===== config.mk =====
export PLATFORM = sky130hd
export DESIGN_NAME = fetch_pc_unit
export DESIGN_NICKNAME = d
export VERILOG_FILES = /design/src/rtl/fetch_pc_unit.sv
export SDC_FILE = /design/constraint.sdc
export NUM_CORES = 1
export LEC_CHECK = 0
export ABC_CLOCK_PERIOD_IN_PS = 2600
export BUFFER_PORTS_ARGS = -buffer_cell sky130_fd_sc_hd__buf_4
export CORE_MARGIN = 5
export CORE_UTILIZATION = 35
export CTS_CLUSTER_DIAMETER = 200
export CTS_CLUSTER_SIZE = 20
export DETAILED_ROUTE_END_ITERATION = 10
export SYNTH_ARGS = -nofsm -noshare
export SYNTH_HDL_FRONTEND = slang
export SYNTH_SLANG_ARGS = --single-unit

===== constraint.sdc =====
create_clock -name clk -period 2.6 [get_ports clk]
set_clock_uncertainty 0.05 [all_clocks]
set_input_delay 0.26 -clock clk [delete_from_list [all_inputs] [get_ports clk]]
set_output_delay 0.26 -clock clk [all_outputs]
set_load 0.02 [all_outputs]

===== src/rtl/fetch_pc_unit.sv =====
// Fetch-stage PC generator: resolves next-PC from D-stage control, exception
// entry and eret, and buffers one redirect while instruction memory is not ready.
module fetch_pc_unit #(
  parameter logic [31:0] RESET_PC   = 32'h0000_3000,
  parameter logic [31:0] EXC_VECTOR = 32'h0000_4180,
  parameter logic [31:0] IM_BASE    = 32'h0000_3000,
  parameter int unsigned IM_WORDS   = 4096
) (
  input  logic        clk,
  input  logic        reset_n,
  input  logic        stall,
  input  logic        imem_ready,
  input  logic        req,
  input  logic        eret,
  input  logic [31:0] epc,
  input  logic        d_valid,
  input  logic [31:0] d_pc,
  input  logic [25:0] imm26,
  input  logic [15:0] imm16,
  input  logic [31:0] rs_d,
  input  logic [2:0]  npc_sel,
  input  logic        b_j,
  output logic [31:0] f_pc,
  output logic        f_valid,
  output logic        f_adel,
  output logic        f_kill,
  output logic        pend_o
);

  // Window end kept at 33 bits so a window touching 2^32 does not wrap.
  localparam logic [32:0] IM_END = {1'b0, IM_BASE} + (33'(IM_WORDS) << 2);

  logic [31:0] r_pc;
  logic        r_pend_v;
  logic [31:0] r_pend_pc;

  logic        w_take;
  logic        w_dr;
  logic [31:0] w_tgt;
  logic [31:0] w_bofs;

  assign w_bofs = {{14{imm16[15]}}, imm16, 2'b00};

  always_comb begin
    w_take = 1'b0;
    case (npc_sel)
      3'd1:    w_take = 1'b1;
      3'd2:    w_take = 1'b1;
      3'd3:    w_take = b_j;
      default: w_take = 1'b0;
    endcase
  end

  assign w_dr = d_valid & ~stall & (eret | w_take);

  always_comb begin
    w_tgt = d_pc + 32'd4 + w_bofs;
    if (eret) begin
      w_tgt = epc;
    end else begin
      case (npc_sel)
        3'd1:    w_tgt = {d_pc[31:28], imm26, 2'b00};
        3'd2:    w_tgt = rs_d;
        default: w_tgt = d_pc + 32'd4 + w_bofs;
      endcase
    end
  end

  always_ff @(posedge clk or negedge reset_n) begin
    if (!reset_n) begin
      r_pc      <= RESET_PC;
      r_pend_v  <= 1'b0;
      r_pend_pc <= '0;
    end else if (req) begin
      r_pc     <= EXC_VECTOR;
      r_pend_v <= 1'b0;
    end else if (w_dr && eret) begin
      r_pc     <= epc;
      r_pend_v <= 1'b0;
    end else if (w_dr && imem_ready) begin
      r_pc     <= w_tgt;
      r_pend_v <= 1'b0;
    end else if (w_dr) begin
      // Delay slot not yet fetched: park the target, keep fetching at pc.
      r_pend_v  <= 1'b1;
      r_pend_pc <= w_tgt;
    end else if (r_pend_v && imem_ready && !stall) begin
      r_pc     <= r_pend_pc;
      r_pend_v <= 1'b0;
    end else if (imem_ready && !stall) begin
      r_pc <= r_pc + 32'd4;
    end
  end

  assign f_pc    = r_pc;
  assign f_valid = imem_ready;
  assign f_kill  = req | (w_dr & eret);
  assign pend_o  = r_pend_v;
  assign f_adel  = (r_pc[1:0] != 2'b00) |
                   ({1'b0, r_pc} < {1'b0, IM_BASE}) |
                   ({1'b0, r_pc} >= IM_END);

endmodule


==> flow_summary.json, run 1 <==
{
  "status": "finished with violations",
  "violations": "hold timing, setup timing",
  "start_kind": "input port",
  "sw_frac_of_total": 0.347,
  "slew_violations": 0,
  "stdcell_count": 1419,
  "grt_overflow_total": 0,
  "p_seq_frac": 0.288,
  "ios": 185,
  "rsz0062_at_grt": "yes",
  "synth-async-reset-ratio": 1.00,
  "cts_hold_buffers": 0,
  "drc": 0,
  "setup_viol": 12,
  "cts_tree": "built",
  "vias_per_cell": 5.55,
  "required_ns": 2.78,
  "dieArea_sq_um": 22300,
  "synth_area_per_cell_sq_um": 7.87,
  "powerDensity_nw_per_um2": 452,
  "start_util": 0.352,
  "synth_top_area_cell": "dfrtp_1",
  "yosysSeqAreaShare": 0.239,
  "core_area_sq_um": 19300,
  "cts_inserted_buffers": 9,
  "numClockSinks": 65,
  "first_pass_iters": 5,
  "grt_start_max_net_pins": 66,
  "synth_seq_cells": 65,
  "grt_antenna_before_repair": 0,
  "place.port_buffers": 184,
  "p_leak_nw": 4.69,
  "grt.total_usage": 0.236,
  "via_count": 7877,
  "n_fill_cell": 1883,
  "tightest_slew_ns": 0.935,
  "wl_per_cell_um": 19.1,
  "clk_pin_slew_worst_paths_ns": 0.06,
  "synth-main-ff-cell": "dfrtp_1",
  "h-tree-depth": 3,
  "netlist_instances": 865,
  "final-seq-area_sq_um": 1630,
  "drt_first_iter_violations": 736,
  "fin_crit_sh": 1.06,
  "n_antenna_cell": 0,
  "netlist_area_sq_um": 6810,
  "slew_headroom": 0.374,
  "fp-row-count": 51,
  "stdcell_area_sq_um": 10200,
  "yosysUniqueCellTypes": 79,
  "clkPwrFrac": 0.270,
  "max_cap_violations": 0,
  "combPwrFrac": 0.442,
  "dieWidth_um": 149,
  "hold_viol": 16,
  "root_buffer": "clkbuf_16",
  "insertion_delay_ns": 0.34,
  "drive_gt1_frac": 0.393,
  "syn2layout_area_growth_pct": 49.4,
  "switching_power_mw": 1.60,
  "ys_top_cells_by_area": "dfrtp_1 23%, ha_1 11%, a21oi_1 5.4%",
  "grt_pass1_vias": 7686,
  "dp.cells": 1397,
  "postPlaceCellArea_sq_um": 9410,
  "timing.fmax_ghz": 0.364,
  "finalPower_mw": 4.59,
  "crit_type": "in -> reg",
  "yosysWarnings": 0,
  "multiInputGateArea_sq_um": 5250,
  "worstHoldPathType": "in -> async",
  "grt_pass1_wl_um": 41800,
  "hold_slack_ns": -0.0170,
  "layout_setup_ws_ns": -0.146,
  "synth-edff-count": 0,
  "dp_hpwl_um": 21200,
  "place_congestion": 0.919,
  "power.internal_mw": 3.00,
  "post-route-min-period_ns": 2.75,
  "drtAntennaViolNets": 0,
  "cp.arrival_ns": 2.92,
  "peakVddDrop_mv": 0.318,
  "ctsLongestPathBuffers": 2,
  "endpoint_kind": "flop",
  "crit_fanout": 3,
  "wl_um": 27100,
  "die_h_um": 149,
  "fin_nets": 1358,
  "yosysTopAreaCellShare": 0.232,
  "pre_cts_ws_ns": -0.617,
  "synthesis.nets": 1074
}
[synthesized netlist by cell type, types with 4 or more instances]
library cell and instances:
nor3_1 29, clkbuf_8 4, nor4_1 11, o21a_1 13, o31ai_1 8, nand3_1 27, or2_2 6, clkbuf_1 43
o211ai_1 17, a21oi_1 73, nor2_1 85, and3_1 6, nand4_1 7, mux2_2 12, buf_6 5, xor2_1 22
buf_2 4, a221oi_1 15, dfrtp_1 63, or3_1 6, o21ai_0 64, a21o_1 16, a22o_1 4, a311oi_1 4
nand2b_1 7, ha_1 59, a221o_1 9, mux2i_1 5, a31oi_1 11, a22oi_1 12, inv_1 27, nand2_1 71
a211oi_1 20, nor2b_1 4, xnor2_1 28
[layer usage]
metal | GRT usage | vias up | share of wire
met3 | 0.0469 | 44 | 0.084
met5 | 0 | - | 0
li1 | - | 3791 | -
met4 | 0.0632 | 0 | 0.022
met1 | 0.329 | 3681 | 0.44
met2 | 0.373 | 361 | 0.45
[final timing paths]
check | startpoint | endpoint | slack (ns) | depth (start not counted)
worst max-delay path | d_pc[3] | f_pc[27] | -0.15 | 16
worst min-delay path | reset_n | r_pend_pc[9] | -0.02 | 1
worst max register to register | f_pc[13] | f_pc[27] | 0.08 | 9
worst min register to register | r_pend_pc[30] | r_pend_pc[30] | 0.42 | 2
max in group asynchronous | reset_n | f_pc[2] | 1.91 | 1
min in group clk | epc[7] | f_pc[7] | 0.10 | 2
[through the flow]
step | hold WS, ns | setup TNS [ns] | util
floorplan | -0.0856 | -0.386 | -
global placement | 0.386 | -13.87 | 0.487
detailed placement | 0.390 | -16.18 | 0.487
CTS | 0.0285 | -0.511 | 0.510
global route | 0.0632 | -3.14 | 0.526
finish | -0.0170 | -0.660 | 0.526
[power groups by stage]
stage	Sequential (mW)	Combinational, mW	Clock [mW]
after floorplan	1.34	0.949	0
after global placement	1.33	1.81	0
after detailed placement	1.33	1.83	0
after CTS	1.32	1.90	1.25
after global routing	1.34	2.21	1.29
final	1.32	2.03	1.24
[cell usage in the layout (no fill, tap or decap), types with 19 or more instances in the layout]
cell	netlist	final
xnor2_1	28	21
a21oi_1	73	58
nor2_1	85	83
o21ai_0	64	42
nand3_1	27	27
ha_1	59	48
nand2_1	71	71
a211oi_1	20	19
inv_1	27	22
buf_4	1	324
nor3_1	29	27
xor2_1	22	21
dfrtp_1	63	62
[repair_timing]
item	4_1_cts	5_1_grt
hold endpoints to repair	0	0
buffers inserted	6	5
setup endpoints to repair	28	37
resized for setup	33	62
pin swaps	25	43
[registers in the layout, indices dropped and copies added, names as in the netlist]
name / count
f_pc: 32
pend_o: 1
r_pend_pc: 32
[worst max-delay path, stage by stage]
cell and delay, ns:
buf_6 0.09, ha_4 0.26, ha_4 0.13, inv_2 0.04, fa_2 0.35, nor2b_4 0.13
o2111ai_2 0.13, a21boi_2 0.24, buf_4 0.17, buf_6 0.09, a21o_1 0.13, a21oi_2 0.08
a21oi_2 0.18, mux2_4 0.33, and3_4 0.14, o22a_1 0.17
[final cells by class]
type,count,area share
clock buffer,13,0.0256
timing repair buffer,332,0.251
inverter,27,0.00996
multi-input combinational,714,0.516
clock inverter,3,0.00394
tap,265,0.0326
sequential,65,0.160
[logic make-up (layout without fill, tap and decap cells)]
logic type                 count (synthesis)  after routing  share of synthesized area
buffers and inverters                     86            375                     0.0601
DFF                                       65             65                      0.239
and+or+nand+nor                          281            281                      0.199
AOI/OAI and AO/OA                        306            306                      0.298
xor gates and xnor gates                  50             50                     0.0643
muxes                                     17             17                     0.0272
adders and majority gates                 60             60                      0.111
No activity file was read; power rests on OpenSTA's default activity.
==> run 2, diff against run 1 <==
ABC_CLOCK_PERIOD_IN_PS = 3400   (was 2600)
HOLD_SLACK_MARGIN = 0.15   (was default)
clock period = 3.4 ns   (was 2.6 ns; I/O delays follow)
==> flow_summary.json, run 2 (synthesized netlist as in run 1, its figures left out) <==
{
  "path_buf_inv": 3,
  "drive_gt1_frac": 0.256,
  "crit_path_top_delay_cell": "a2111oi_1",
  "fin_nets": 1245,
  "powerDensity_nw_per_um2": 369,
  "hold_slack_ns": 0.169,
  "peakVddDrop_mv": 0.244,
  "clk_pin_slew_worst_paths_ns": 0.05,
  "post-route-min-period_ns": 3.08,
  "final-seq-area_sq_um": 1630,
  "syn2layout_area_growth_pct": 29.8,
  "layout_commonest_cell": "buf_4",
  "setup_viol": 0,
  "wl_um": 25500,
  "tightest_slew_ns": 0.895,
  "cp.arrival_ns": 3.26,
  "place_congestion": 0.916,
  "slew_headroom": 0.403,
  "root_buffer": "clkbuf_16",
  "crit_type": "in -> reg",
  "drt_first_iter_violations": 521,
  "endpoint_kind": "flop",
  "cts_tree": "built",
  "insertion_delay_ns": 0.34,
  "dieWidth_um": 149,
  "grt_pass1_wl_um": 39800,
  "die_h_um": 149,
  "drtAntennaViolNets": 0,
  "dieArea_sq_um": 22300,
  "cts_resized": 0,
  "vias_per_cell": 5.69,
  "core_area_sq_um": 19300,
  "p_leak_nw": 4.02,
  "final_cell_mix": "217 x buf_4, 84 x nor2_1, 73 x a21oi_1, 71 x nand2_1, 64 x o21ai_0",
  "crit_fanout": 5,
  "via_count": 7427,
  "cts_inserted_buffers": 9,
  "multiInputGateArea_sq_um": 4780,
  "postCtsSetupRepairBufs": 0,
  "worstHoldPathType": "in -> reg",
  "tns_ns": 0,
  "hold_viol": 0,
  "start_util": 0.352,
  "ios": 185,
  "wl_per_cell_um": 19.5,
  "critPathMaxStageDelay_ns": 0.57,
  "required_ns": 3.57,
  "drc": 0,
  "cp_top_family": "compound AO/OA/AOI/OAI gates",
  "ctsLongestPathBuffers": 2,
  "first_pass_iters": 5,
  "n_antenna_cell": 0,
  "grt_antenna_before_repair": 0,
  "n_fill_cell": 1986,
  "start_kind": "input port",
  "slew_violations": 0,
  "dp_hpwl_um": 19600,
  "timing.fmax_ghz": 0.324,
  "fin_crit_sh": 0.907,
  "crit_chain": "buf_4 > ha_1 > ha_1 > inv_1 > fa_1 > nor2b_1 > o2111ai_1 > a21boi_1 > buf_4 > a2111oi_1 > o31ai_1 > xnor2_1 > o21ai_0 > o21ai_0 > o32ai_1",
  "status": "finished clean",
  "grt_overflow_total": 0,
  "grt_start_max_net_pins": 66,
  "h-tree-depth": 3,
  "grt_pass1_vias": 7268,
  "grt.total_usage": 0.225,
  "fp-row-count": 51,
  "rsz0062_at_grt": "no",
  "place.port_buffers": 184,
  "max_cap_violations": 0,
  "numClockSinks": 65
}
==> run 2: changes by cell type in the layout (fill, tap and decap cells not counted), sizes merged <==
| cell | change |
|---|---|
| buf | -114 |
| clkinv | -2 |
| bufinv | +1 |
| dlygate4sd3 | +1 |
==> run 2: worst paths after layout <==
| kind | from | endpoint | slack (ns) | cells after the start |
|---|---|---|---|---|
| min in group asynchronous | reset_n | r_pend_pc[11] | 0.61 | 2 |
| worst max-delay path | d_pc[3] | f_pc[19] | 0.32 | 15 |
| worst min-delay path | epc[7] | f_pc[7] | 0.17 | 2 |
| worst max register to register | f_pc[12] | f_pc[27] | 0.72 | 9 |
| worst min register to register | r_pend_pc[25] | r_pend_pc[25] | 0.43 | 2 |
| max in group asynchronous | reset_n | r_pend_pc[15] | 2.07 | 2 |
==> run 2: report_power, final <==
part	internal, mW	total, mW	switching (mW)	leakage, nW
Sequential	0.914	1.03	0.112	0.822
Combinational	0.542	1.19	0.646	3.04
Clock	0.698	1.05	0.348	0.162
==> run 2: repair_timing <==
action / CTS / global route
hold buffers: 1 / 0
endpoints found under the setup margin: 0 / 0
hold endpoints to repair: 63 / 0
==> run 2: layout make-up <==
class,count,share of cell area
well taps,265,0.0375
clock buffers,13,0.0306
clock inverters,2,0.00680
inverters,27,0.0115
multi-input cells,714,0.541
repair buffers,219,0.188
flip-flops and latches,65,0.184
==> run 2: through the flow <==
stage          utilization  setup slack [ns]  cell area [sq um]  power, mW  std cells
2_1_floorplan            -             0.483               6810       1.73        865
3_3_place_gp         0.439            0.0150               8490       2.20       1289
3_5_place_dp         0.439           0.00442               8490       2.21       1289
4_1_cts              0.457             0.359               8830       3.27       1305
5_1_grt              0.457             0.126               8830       3.46       1305
6_report             0.457             0.318               8830       3.26       1305
==> run 2: metal layers <==
layer | up-vias | track usage | share of wire | routed length [um]
li1 | 3569 | - | - | -
met1 | 3529 | 0.318 | 0.45 | 11500
met2 | 297 | 0.351 | 0.45 | 11500
met3 | 32 | 0.0530 | 0.083 | 2130
met4 | 0 | 0.0499 | 0.015 | 393
met5 | - | 0 | 0 | 0
==> run 2: worst reg2reg max path, stage by stage, from the launching register on <==
cell and delay [ns]:
dfstp_2 0.62, nand4_4 0.14, nor3_4 0.27, nand4_1 0.20
or3_4 0.42, nor3_2 0.21, xnor2_1 0.11, a211o_1 0.32
a21oi_2 0.15, o22a_1 0.15
